**src/rtl/gshare_pattern_table.sv**
```systemverilog
// Gshare pattern history table: 2-bit counters indexed by PC^GHR,
// predicting in DEC and training from the EX branch resolution.
module gshare_pattern_table #(
  parameter int BPRED_WIDTH = 8,
  parameter int STAT_WIDTH  = 16
) (
  input  logic                   i_Clk,
  input  logic                   i_Reset,
  input  logic                   i_DEC_Is_Branch,
  input  logic [31:0]            i_DEC_PC,
  input  logic [BPRED_WIDTH-1:0] i_Global_History,
  input  logic                   i_Stall,
  input  logic                   i_Flush,
  input  logic                   i_ALU_Branch_Valid,
  input  logic                   i_ALU_Branch_Outcome,
  output logic                   o_Prediction,
  output logic                   o_Mispredict,
  output logic [STAT_WIDTH-1:0]  o_Branch_Count,
  output logic [STAT_WIDTH-1:0]  o_Mispred_Count
);

  localparam int DEPTH = 1 << BPRED_WIDTH;

  logic [1:0]             pht [DEPTH];
  logic                   ex_valid;
  logic [BPRED_WIDTH-1:0] ex_idx;
  logic                   ex_pred;

  logic [BPRED_WIDTH-1:0] dec_idx;
  logic                   resolve;
  logic [1:0]             ex_ctr;
  logic [1:0]             ex_ctr_nxt;
  logic [1:0]             dec_ctr;
  logic                   fwd_hit;
  logic                   unused_pc;

  assign unused_pc = ^{i_DEC_PC[31:BPRED_WIDTH+2], i_DEC_PC[1:0]};

  assign dec_idx = i_DEC_PC[BPRED_WIDTH+1:2] ^ i_Global_History;
  assign resolve = i_ALU_Branch_Valid & ex_valid;
  assign ex_ctr  = pht[ex_idx];

  always_comb begin
    ex_ctr_nxt = ex_ctr;
    if (i_ALU_Branch_Outcome) begin
      if (ex_ctr != 2'b11)
        ex_ctr_nxt = ex_ctr + 2'b01;
    end else begin
      if (ex_ctr != 2'b00)
        ex_ctr_nxt = ex_ctr - 2'b01;
    end
  end

  // Same-cycle EX write to the DEC entry is bypassed
  assign fwd_hit = resolve & (ex_idx == dec_idx);

  always_comb begin
    dec_ctr = pht[dec_idx];
    if (fwd_hit)
      dec_ctr = ex_ctr_nxt;
  end

  assign o_Prediction = dec_ctr[1];
  assign o_Mispredict = resolve & (ex_pred ^ i_ALU_Branch_Outcome);

  always_ff @(posedge i_Clk or negedge i_Reset) begin
    if (!i_Reset) begin
      for (int i = 0; i < DEPTH; i++)
        pht[i] <= 2'b10;
    end else if (resolve) begin
      pht[ex_idx] <= ex_ctr_nxt;
    end
  end

  always_ff @(posedge i_Clk or negedge i_Reset) begin
    if (!i_Reset) begin
      ex_valid <= 1'b0;
      ex_idx   <= '0;
      ex_pred  <= 1'b0;
    end else begin
      unique case (1'b1)
        i_Flush: ex_valid <= 1'b0;
        i_Stall: ex_valid <= 1'b0;
        default: begin
          ex_valid <= i_DEC_Is_Branch;
          ex_idx   <= dec_idx;
          ex_pred  <= o_Prediction;
        end
      endcase
    end
  end

  always_ff @(posedge i_Clk or negedge i_Reset) begin
    if (!i_Reset) begin
      o_Branch_Count  <= '0;
      o_Mispred_Count <= '0;
    end else if (resolve) begin
      if (~&o_Branch_Count)
        o_Branch_Count <= o_Branch_Count + 1'b1;
      if (o_Mispredict && ~&o_Mispred_Count)
        o_Mispred_Count <= o_Mispred_Count + 1'b1;
    end
  end

endmodule
```
**config.mk**
```make
export PLATFORM = sky130hd
export DESIGN_NAME = gshare_pattern_table
export DESIGN_NICKNAME = d
export VERILOG_FILES = /design/src/rtl/gshare_pattern_table.sv
export SDC_FILE = /design/constraint.sdc
export NUM_CORES = 1
export LEC_CHECK = 0
export ABC_AREA = 1
export CAP_MARGIN = 20
export CORE_ASPECT_RATIO = 1.4
export CORE_MARGIN = 1
export CORE_UTILIZATION = 35
export CTS_CLUSTER_SIZE = 24
export DETAILED_ROUTE_END_ITERATION = 10
export GPL_TIMING_DRIVEN = 0
export MAX_ROUTING_LAYER = met4
export SLEW_MARGIN = 40
export SYNTH_ARGS = -nofsm -noshare
export SYNTH_HDL_FRONTEND = slang
export SYNTH_SLANG_ARGS = --single-unit
```
**constraint.sdc**
```tcl
create_clock -name i_Clk -period 2.3 [get_ports i_Clk]
set_input_delay 0.23 -clock i_Clk [delete_from_list [all_inputs] [get_ports i_Clk]]
set_output_delay 0.23 -clock i_Clk [all_outputs]
set_load 0.01 [all_outputs]
```
==> run summary <==
Max incr delay on CP = 0.55 ns
Kind of critical path = in2out
Post-Syn Area = 0.0301 mm^2
Failing checks = setup timing
Die ar. = 0.0871 mm^2
Post-Layout Inst Area = 0.0376 mm^2
Post-synth EDFFs = 0
Leak = 0.0167 uW
Via Count = 32064
Count of input and output buffers = 56
Synth top area share = 24.8%
DP Area = 0.0328 mm^2
Synthesis warning total = 0
Critical Path Sink Type = output port
CP Launch Type = input port
Worst-skew pair later-pin latency = 0.70 ns
Area leader, netlist = dfrtp_1
CTS tree = yes
Row Count = 126
Global placer's final weighted congestion = 1.11
Clock Tree Root = clkbuf_16
Routed WL = 171000 um
Clock sink count = 554
Post-synthesis async set-or-reset flop share = 100%
Status = finished with violations
Layout area overhead = 25.0%
Layout Utilization = 44.4%
First-pass GRT wire length = 233000 um
Synth unique cells = 34
CP max FO = 10
Nets@finish = 4524
Final worst path period share = 164%
Starting Density = 35.5%
Synthesized Nets = 4334
Minimum clock period = 3.78 ns
Synth Register Bits = 554
Fin Setup TNS = -537.91 ns
F_max = 264 MHz
Clk buf depth = 3
Layout filler cell count = 8576
CTS buffer count = 60
Rel. slew slack = 33.7%
CP dominant cell by count = nand3_1
Syn Area/Cell = 7.01 um^2
CTS HTree Levels = 2
Clock Skews = 0.0447 ns
Slew of the pin with the lowest slew margin = 0.995 ns
Area of the multi-input gates = 0.0147 mm^2
Critical path arrival = 3.55 ns
Number of setup violations in the final report = 521
Final WS setup = -1.48 ns
Crit path cell chain = clkdlybuf4s50_1, xor2_1, clkbuf_2, clkbuf_2, o211ai_1, nand3_1, nand3_1, nand3_1, nand3_1, nand3_1, nand3_1, nand3_1, and2_4, buf_6
HPWL after detailed placement = 117000 um
Register area share after synthesis = 47.2%
Maxcap violations = 0
Wire per inst = 30.4 um
Fin. Hold Viols = 0
Cell with the most instances after synthesis = nand2_1
Initial antenna violation count = 10
All-Layer GR Usage = 39.9%
Register area = 0.0142 mm^2
Core Area = 0.0847 mm^2
Largest net degree at the start of global routing = 77
Die height = 349 um
Top post-synthesis cells by area = dfrtp_1 (25%), dfstp_2 (22%), nand2_1 (20%), nor2_1 (7.9%), a21oi_1 (6.0%)
Die X = 250 um
# DRC = 0
Ratio of cells with drive above 1 in the final layout = 18.5%
Vias in the first global route = 30268
DR iter-0 viols = 3743
DR pass1 iterations = 6
Synthesized netlist cell count = 4285
Synth cell count leaders = nand2_1 (1603), nor2_1 (635), a21oi_1 (358)
CP max-delay cell = clkbuf_2
RSZ-0062 raised after global routing = yes
Dominant synthesized flop cell = dfrtp_1
Worst EP required = 2.07 ns
Peak VDD IR = 839 uV
DRT antenna net count = 0
Total grt overflow = 0
Hold Crit Class = in2async
Cell Pwr Density = 731 mW/mm^2
Clock Pin Slew Worst Setup and Hold Paths = 0.06 ns
Fin. max-slew vios = 0
DR vias/cell = 5.70
Top Ports = 81
-- layout make-up --
cell class	instances	share of cell area, %
antenna	12	0.0800
buffer	221	6.02
clock buffer	75	4.39
clock inverter	38	1.35
inverter	250	2.67
multi-input combinational	3260	39.3
sequential	554	37.8
tap	1088	3.62
timing repair buffer	128	4.84
-- cells in the final DEF (no fill, tap or decap), drive strengths merged --
master            n
nand4             2
nor3             14
mux2              1
buf             199
clkdlybuf4s50    54
nor4b             1
clkbuf          170
and2              1
o22ai             2
dfrtp           298
mux2i             2
bufinv            9
o21ai           282
and3              1
nand2          1604
or2               6
xor2             27
dfstp           256
clkinvlp          8
diode            12
nor2            638
nor4              2
o211ai           83
inv             241
a21oi           359
ha                2
dlygate4sd3       1
xnor2            11
nand3           222
clkinv           30
-- layer usage --
metal	GRT usage [%]	wire length [um]	up-vias
met5	-	0	-
met4	33.0	18200	0
met3	8.43	16100	713
met2	60.5	75300	2002
met1	45.3	61600	15266
li1	-	-	14083
-- kinds of logic (layout without fill, tap and decap cells) --
group	after synthesis	in the layout	synth area share [%]
AND/OR/NAND/NOR	2491	2491	32.2
AO/OA/AOI/OAI	726	726	12.8
flip-flops	554	554	47.2
buffers and inverters	471	712	6.46
XOR/XNOR	38	38	1.11
multiplexers	3	3	0.104
adder cells (fa/ha/maj)	2	2	0.0832
other	0	12	0
-- state kept, by name, summed over array words and instances (netlist names) --
name / flops
ex_idx: 8
ex_valid: 1
pht: 512
o_Mispred_Count: 16
o_Branch_Count: 16
ex_pred: 1
-- metrics by stage --
stage | cells | setup WS (ns) | hold slack, ns | total power, uW
final | 5626 | -1.48 | 0.0820 | 27500
after detailed placement | 5448 | -2.17 | 0.205 | 15500
after global routing | 5626 | -1.45 | 0.120 | 27800
after floorplan | 4285 | -0.0644 | -0.0656 | 12400
after global placement | 5429 | -24.80 | 0.461 | 15300
after CTS | 5596 | -1.38 | 0.0916 | 26800
-- repair_timing --
item                                    in CTS  in global routing
endpoints found under the hold margin      184                  0
hold buffers                                 1                  0
cloned                                       7                  7
resized for setup                          336                236
setup buffers                               27                 12
pin swaps                                   25                 22
endpoints found under the setup margin     529                532
-- where the power goes --
| group | internal (uW) | total (uW) | leakage [uW] | switching (uW) |
|---|---|---|---|---|
| Sequential | 10100 | 10400 | 0.00673 | 303 |
| Combinational | 1730 | 6200 | 0.00889 | 4470 |
| Clock | 6160 | 10900 | 0.00104 | 4690 |
-- worst max-delay path: cells and delay by family --
family | cells | cell delay [ns]
AND/OR/NAND/NOR | 8 | 1.20
buffers and inverters | 4 | 1.65
AO/OA/AOI/OAI | 1 | 0.18
XOR/XNOR | 1 | 0.25
-- path summary, 6_finish.rpt --
path,end,from,slack [ns],cells past startpoint
setup / recovery,o_Prediction,i_DEC_PC[3],-1.48,14
hold / removal,pht[250]$_DFFE_PN0P_,i_Reset,0.08,2
setup reg to reg,pht[481]$_DFFE_PN1P_,ex_idx[0]$_DFFE_PN0N_,-1.17,19
hold reg to reg,pht[127]$_DFFE_PN1P_,pht[127]$_DFFE_PN1P_,0.48,2
max in group asynchronous,pht[47]$_DFFE_PN1P_,i_Reset,0.82,5
min in group i_Clk,ex_valid$_DFF_PN0_,i_DEC_Is_Branch,0.09,3
Power figures use the tool's default switching activity.
